<file path="src/rtl/aoi_exp_driver_pkg.sv">
// Shared types and constants for the AOI expander driver and its term cell.
package aoi_exp_driver_pkg;

   typedef enum logic [1:0] {
      IDLE  = 2'd0,
      ACCUM = 2'd1,
      HOLD  = 2'd2
   } state_e;

   localparam int MAX_TERMS_DEFAULT = 8;
   localparam int CNT_W             = 5;

endpackage

</file>
<file path="src/rtl/aoi_exp_driver_exp_term_cell.sv">
// One AND-OR pair of the expander: folds the four beat operands into a single term bit.
module exp_term_cell (
   input  logic a,
   input  logic b,
   input  logic c,
   input  logic d,
   output logic term
);

   assign term = (a & b) | (c & d);

endmodule

</file>
<file path="src/rtl/aoi_exp_driver.sv">
// Accumulates AND-pair beats into one expander term and holds it as a registered
// X/XBAR pair until the consumer takes it; X/XBAR stay neutral (0/1) otherwise.
module aoi_exp_driver
   import aoi_exp_driver_pkg::*;
#(
   parameter int MAX_TERMS = MAX_TERMS_DEFAULT
) (
   input  logic             CLK,
   input  logic             RST_N,
   input  logic             A,
   input  logic             B,
   input  logic             C,
   input  logic             D,
   input  logic             IN_VALID,
   input  logic             IN_LAST,
   output logic             IN_READY,
   output logic             X,
   output logic             XBAR,
   output logic             OUT_VALID,
   input  logic             OUT_READY,
   output logic             OVF,
   output logic [CNT_W-1:0] TERM_CNT
);

   localparam logic [CNT_W-1:0] MAX_CNT = CNT_W'(MAX_TERMS);

   state_e           state_r;
   state_e           state_s;
   logic             beat_s;
   logic             accept_s;
   logic             close_s;
   logic [CNT_W-1:0] cnt_r;
   logic [CNT_W-1:0] cnt_s;
   logic [CNT_W-1:0] cnt_inc_s;
   logic             acc_r;
   logic             acc_s;
   logic             acc_fold_s;
   logic             x_r;
   logic             x_s;
   logic             xbar_r;
   logic             xbar_s;
   logic             valid_r;
   logic             valid_s;
   logic             ovf_r;
   logic             ovf_s;
   logic             ready_r;
   logic             ready_s;

   exp_term_cell u_term_cell (
      .a    (A),
      .b    (B),
      .c    (C),
      .d    (D),
      .term (beat_s)
   );

   // Handshake and fold: the first beat of a term loads, later beats OR in.
   always_comb begin
      accept_s = IN_VALID & ready_r;
      if (state_r == IDLE) begin
         cnt_inc_s  = {{(CNT_W-1){1'b0}}, 1'b1};
         acc_fold_s = beat_s;
      end else begin
         cnt_inc_s  = cnt_r + {{(CNT_W-1){1'b0}}, 1'b1};
         acc_fold_s = acc_r | beat_s;
      end
      close_s = accept_s & (IN_LAST | (cnt_inc_s == MAX_CNT));
   end

   // State register.
   always_ff @(posedge CLK or negedge RST_N) begin
      if (!RST_N) begin
         state_r <= IDLE;
      end else begin
         state_r <= state_s;
      end
   end

   // Next-state decode.
   always_comb begin
      state_s = state_r;
      case (state_r)
         IDLE, ACCUM: begin
            if (close_s) begin
               state_s = HOLD;
            end else if (accept_s) begin
               state_s = ACCUM;
            end else begin
               state_s = state_r;
            end
         end
         HOLD: begin
            if (OUT_READY) begin
               state_s = IDLE;
            end else begin
               state_s = HOLD;
            end
         end
         default: state_s = IDLE;
      endcase
   end

   // Next values of the accumulator, counter and registered outputs.
   always_comb begin
      acc_s   = acc_r;
      cnt_s   = cnt_r;
      x_s     = x_r;
      xbar_s  = xbar_r;
      valid_s = valid_r;
      ovf_s   = ovf_r;
      ready_s = (state_s != HOLD);
      case (state_r)
         IDLE, ACCUM: begin
            if (accept_s) begin
               acc_s = acc_fold_s;
               cnt_s = cnt_inc_s;
            end else begin
               acc_s = acc_r;
               cnt_s = cnt_r;
            end
            if (close_s) begin
               x_s     = acc_fold_s;
               xbar_s  = ~acc_fold_s;
               valid_s = 1'b1;
               ovf_s   = ~IN_LAST;
            end else begin
               x_s     = 1'b0;
               xbar_s  = 1'b1;
               valid_s = 1'b0;
               ovf_s   = 1'b0;
            end
         end
         HOLD: begin
            if (OUT_READY) begin
               acc_s   = 1'b0;
               cnt_s   = {CNT_W{1'b0}};
               x_s     = 1'b0;
               xbar_s  = 1'b1;
               valid_s = 1'b0;
               ovf_s   = 1'b0;
            end else begin
               acc_s   = acc_r;
               cnt_s   = cnt_r;
               x_s     = x_r;
               xbar_s  = xbar_r;
               valid_s = valid_r;
               ovf_s   = ovf_r;
            end
         end
         default: begin
            acc_s   = 1'b0;
            cnt_s   = {CNT_W{1'b0}};
            x_s     = 1'b0;
            xbar_s  = 1'b1;
            valid_s = 1'b0;
            ovf_s   = 1'b0;
         end
      endcase
   end

   // Datapath and output registers; reset leaves the expander neutral.
   always_ff @(posedge CLK or negedge RST_N) begin
      if (!RST_N) begin
         acc_r   <= 1'b0;
         cnt_r   <= {CNT_W{1'b0}};
         x_r     <= 1'b0;
         xbar_r  <= 1'b1;
         valid_r <= 1'b0;
         ovf_r   <= 1'b0;
         ready_r <= 1'b1;
      end else begin
         acc_r   <= acc_s;
         cnt_r   <= cnt_s;
         x_r     <= x_s;
         xbar_r  <= xbar_s;
         valid_r <= valid_s;
         ovf_r   <= ovf_s;
         ready_r <= ready_s;
      end
   end

   assign IN_READY  = ready_r;
   assign X         = x_r;
   assign XBAR      = xbar_r;
   assign OUT_VALID = valid_r;
   assign OVF       = ovf_r;
   assign TERM_CNT  = cnt_r;

endmodule

</file>
<file path="config.mk">
export PLATFORM = sky130hd
export DESIGN_NAME = aoi_exp_driver
export DESIGN_NICKNAME = d
export VERILOG_FILES = /design/src/rtl/aoi_exp_driver_pkg.sv /design/src/rtl/aoi_exp_driver_exp_term_cell.sv /design/src/rtl/aoi_exp_driver.sv
export SDC_FILE = /design/constraint.sdc
export NUM_CORES = 1
export LEC_CHECK = 0
export ABC_AREA = 1
export CAP_MARGIN = 20
export CORE_MARGIN = 2
export CORE_UTILIZATION = 35
export CTS_CLUSTER_DIAMETER = 150
export DETAILED_ROUTE_END_ITERATION = 16
export RECOVER_POWER = 100
export SETUP_SLACK_MARGIN = 0.05
export SLEW_MARGIN = 20
export SYNTH_ARGS = -nofsm -noshare
export SYNTH_HDL_FRONTEND = slang
export SYNTH_HIERARCHICAL = 1
export SYNTH_SLANG_ARGS = --single-unit
</file>
<file path="constraint.sdc">
create_clock -name CLK -period 2 [get_ports CLK]
set_input_delay 0.4 -clock CLK [delete_from_list [all_inputs] [get_ports CLK]]
set_output_delay 0.4 -clock CLK [all_outputs]
set_load 0.02 [all_outputs]
</file>
After elaboration in Yosys (flattened, before gate mapping)

Index checks and enable logic that the tools add are counted.

$add $sub $neg: 1
Equal/unequal tests: 6
Multiplexer cells: 21
Bitwise logic cells: 9
Reductions and logical operators: 3

Operators by type and width:

| cell                | count |
|---|---|
| $mux 5              | 3 |
| $pmux 1 s2          | 5 |
| $pmux 5 s2          | 1 |
| $mux 1              | 8 |
| $mux 2              | 3 |
| $ne 2x2->1 const B  | 3 |
| $add 5x1->5 const B | 1 |
| $eq 5x4->1 const B  | 1 |
| $and 1x1->1         | 4 |
| $pmux 2 s2          | 1 |
| $or 1x1->1          | 3 |
| $eq 2x1->1 const B  | 1 |
| $eq 2x2->1 const B  | 1 |
| $logic_not 2->1     | 1 |
| $not 1->1           | 2 |
| $reduce_and 2->1    | 1 |
| $reduce_or 2->1     | 1 |

Bits in registers: 13
Input port bits: 9
Output and inout port bits: 10
Word-level logic and storage cells: 48

Depth between registers and ports, before layout

Gate-level depths: netlist (run 1).

Depth in word-level cells: 8
Gate-level depth with buffers: 10
Gate-level depth less buffers: 10

Hierarchy

The synthesis (run 1) kept the hierarchy.

Modules (own cells, without submodules):

| module         | instances | cells an instance | area each (um^2) | seq. area each (um^2) |
|---|---|---|---|---|
| aoi_exp_driver | 1         | 77                | 673.1            | 327.8 |
| exp_term_cell  | 1         | 3                 | 11.3             | 0.0 |

Worst setup path before layout (run 1)

No wires, ideal clock.

Kind: register -> register
From: reg cnt_r[0], in the netlist TERM_CNT[0]
To: reg ready_r, in the netlist IN_READY
Setup time: 0.071 ns
Arrival time: 1.357 ns
Data required time: 1.929 ns
Setup slack: 0.572 ns
Stages on the path, launching flop included: 10
Buffers on the path: 0
Clock period less this slack: 1.428 ns
Cell sequence: dfrtp_1 ha_1 nor2_1 nor2_1 nor2_1 nand3_2 nand2_4 nand3_2 nand2_2 inv_2

Word-level cells in the longest chain between the ends: 8

RTL lines:

| element                  | RTL line              | text |
|---|---|---|
| start: declaration       | aoi_exp_driver.sv:32  | `logic [CNT_W-1:0] cnt_r;` |
| start signal: assignment | aoi_exp_driver.sv:165 | `cnt_r <= {CNT_W{1'b0}};` |
| start signal: assignment | aoi_exp_driver.sv:173 | `cnt_r <= cnt_s;` |
| $add 5x1->5              | aoi_exp_driver.sv:64  | `cnt_inc_s = cnt_r + {{(CNT_W-1){1'b0}}, 1'b1};` |
| $mux 5                   | aoi_exp_driver.sv:60  | `if (state_r == IDLE) begin` |
| $eq 5x4->1               | aoi_exp_driver.sv:67  | `close_s = accept_s & (IN_LAST \| (cnt_inc_s == MAX_CNT));` |
| $or 1x1->1               | aoi_exp_driver.sv:67  |  |
| $and 1x1->1              | aoi_exp_driver.sv:67  |  |
| $mux 2                   | aoi_exp_driver.sv:84  | `if (close_s) begin` |
| $pmux 2 s2               | aoi_exp_driver.sv:82  | `case (state_r)` |
| net state_s[1]           | aoi_exp_driver.sv:28  | `state_e state_s;` |
| $ne 2x2->1               | aoi_exp_driver.sv:111 | `ready_s = (state_s != HOLD);` |
| net ready_s              | aoi_exp_driver.sv:47  | `logic ready_s;` |
| end signal: assignment   | aoi_exp_driver.sv:178 | `ready_r <= ready_s;` |
| end: declaration         | aoi_exp_driver.sv:46  | `logic ready_r;` |

The timed path passes the listed nets, and every way through them passes these cells.
A chain may end at the register's enable or synchronous reset.

Final worst setup path (run 1)

From: reg ready_r, in the netlist IN_READY
To: out IN_READY

RTL lines:

| element          | RTL line             | text |
|---|---|---|
| end: declaration | aoi_exp_driver.sv:16 | `output logic IN_READY,` |

No word-level cell between the ends.

==> results of run 1 <==
[area by class of cell]
class,count,area (µm²),area share [%]
flip-flops and latches,13,328,37.0
multi-input cells,57,280,31.6
repair buffers,18,180,20.3
inverters,10,40.0,4.52
well taps,25,31.3,3.53
clock buffers,4,26.3,2.97
[stage by stage]
| stage | power [mW] | cell area (µm²) | hold WS [ns] |
|---|---|---|---|
| floorplan | 0.598 | 684 | 0.104 |
| global placement | 0.731 | 896 | 0.457 |
| detailed placement | 0.730 | 896 | 0.458 |
| CTS | 0.890 | 922 | 0.471 |
| global route | 0.909 | 886 | 0.485 |
| finish | 0.847 | 886 | 0.468 |
[synth_stat cells]
library cell / n
inv_1: 7
nand3_2: 3
nand3_1: 3
ha_1: 1
o22ai_1: 2
nand4_1: 2
inv_2: 2
dfrtp_1: 11
nor2_1: 7
nand2_4: 2
nand2_2: 6
o21ai_0: 2
o21ai_1: 2
a21oi_1: 2
nor2_4: 1
o31ai_2: 1
dfstp_2: 2
nor2_2: 1
nand2_1: 21
inv_4: 1
o21ai_2: 1
[routing by layer]
metal  track usage, %  routed length [µm]
met2             21.3                 624
met1             18.5                 649
met5                0                   0
met4             4.86                  14
met3             2.96                  60
[state kept, by name (all words and copies together) (netlist names)]
signal / count
TERM_CNT: 5
state_r: 2
IN_READY: 1
OUT_VALID: 1
OVF: 1
X: 1
XBAR: 1
acc_r: 1
[power breakdown]
part / switching (mW) / internal (mW) / total (mW) / leakage (nW)
clock network: 0.0809 / 0.0772 / 0.158 / 0.0150
registers: 0.0449 / 0.320 / 0.365 / 0.166
logic: 0.197 / 0.127 / 0.324 / 0.264
total: 0.323 / 0.524 / 0.847 / 0.445
[kinds of logic (layout without fill, tap and decap cells)]
family | after synthesis | count (layout) | synth area share, %
AND/OR/NAND/NOR | 46 | 46 | 35.1
AO/OA/AOI/OAI | 10 | 10 | 9.32
flip-flops | 13 | 13 | 47.9
adder cells (fa/ha/maj) | 1 | 1 | 1.83
buffers and inverters | 10 | 32 | 5.85
[path summary, 6_finish.rpt]
path	slack, ns	end	from
max	0.13	IN_READY	IN_READY$_DFF_PN1_
min	0.47	XBAR$_DFFE_PN1P_	XBAR$_DFFE_PN1P_
max reg2reg	0.40	TERM_CNT[2]$_DFFE_PN0P_	IN_READY$_DFF_PN1_
min reg2reg	0.47	XBAR$_DFFE_PN1P_	XBAR$_DFFE_PN1P_
max in group asynchronous	1.06	XBAR$_DFFE_PN1P_	RST_N
min in group asynchronous	0.56	TERM_CNT[1]$_DFFE_PN0P_	RST_N
==> flow_summary.yaml, run 1 <==
cells_and_area:
  final_cell_mix: "nand2_1 (24), dfrtp_1 (11), dlygate4sd3_1 (11)"
  final_layout_size_suffix_gt1_share_pct: 13.7
  area_growth_pct: 29.4
  num_antenna_cells: 0
  final_common_cell: "nand2_1"
  stdcell_count: 127
  fin_util_pct: 49.7
  fillers: 183
  final_nets: 113
clock_tree:
  clock_insertion_delay_worst_skew_ns: 0.27
  clock_path_buffers: 2
  cts_made_buffers: 3
  ctsHoldBuffers: 0
  cts.sinks: 13
  h-tree-depth: 1
  root_buffer: "clkbuf_4"
  cts_resized: 0
  clk_pin_slew_ns: 0.08
  cts_tree: "done"
  post-cts-setup-buffers: 0
timing:
  setup_slack_ns: 0.126
  setup_violations: 0
  clock.fmax_ghz: 0.534
  max_slew_margin_pct: 61.5
  min_period_ns: 1.87
  clock_skew_ns: 0.000716
  max_slew.worst_pin.slew_ns: 0.576
  rsz0062_at_grt: "no"
  hold_viol: 0
  setup-tns-final_ns: 0
  drv_slew: 0
  min_period_over_period_pct: 93.7
power_and_ir_drop:
  ir_worst_vdd_mv: 0.541
  leakage_nw: 0.445
  power_density_nw_per_um2: 957
route:
  drc: 0
  vias: 567
  drt-initial-drc-count: 19
  first_pass_iters: 4
  via_per_inst: 4.46
  routed_wl_mm: 1.35
  wl_per_cell_um: 10.6
  ant_nets: 0
worst_setup_path:
  worstPathArrival_ns: 1.47
  cp-end-kind: "output pin"
  cp_slowest_stage_delay_ns: 0.67
  cp_top_family: "buffers and inverters"
  start_kind: "flop"
  critPathRequiredTime_ns: 1.60
  critPathMaxFanout: 2
  crit_path_top_delay_cell: "dlygate4sd3_1"
  crit_chain: "dlygate4sd3_1"
  worst-path-buf-inv: 1
  setup.worst_path.class: "flop to output pin"
  worst-path-stages: 1
  r2r_cells: 6
die:
  initial_utilization_pct: 38.4
  die_area_um2: 2330
  num_rows: 15
  die_x_um: 48.2
  core_um2: 1780
  die_y_um: 48.2
  io_pins: 19
global_route:
  grt_max_degree: 14
  grt_pass1_wl_mm: 2.26
  grt_pass1_vias: 554
  grtUsageTotal_pct: 13.6
  antenna_found_initial: 0
  gr-total-overflow: 0
run_status:
  status: "complete, no violations"
synthesis:
  synth_area_um2: 684
  ys_seq_area_share_pct: 47.9
  yosys.area.top_type: "dfrtp_1"
  ys_ff_latch: 13
  ys_types: 21
  netlist_top_cells_area: "dfrtp_1 (40%), nand2_1 (12%), dfstp_2 (7.7%)"
  synth_fp_nets: 90
  yosys_warnings: 6
  synthCells: 80
  synth_top_area_share_pct: 40.2
  syn_area_per_cell_um2: 8.56
flow_run:
  drv_cap: 0
hold_path:
  hold_depth: 2
  hold_class: "flop to flop"
place:
  dp_hpwl_mm: 1.05
  place_congestion: 0.823
  dp_cells: 123
  io_buffers: 18
  post-place-ws_ns: 0.317
Note: power is estimated with default switching activity, not from simulation.
==> run 2: changes to the inputs <==
Settings changed: ABC_CLOCK_PERIOD_IN_PS set to 2000.
==> results of run 2 <==
Final layout, timing and power as in run 1 (identical DEF).
==> run 3: changes to the inputs <==
Settings changed: SKIP_LAST_GASP set to 1.
==> results of run 3 <==
Final layout, timing and power as in run 1 (identical DEF).
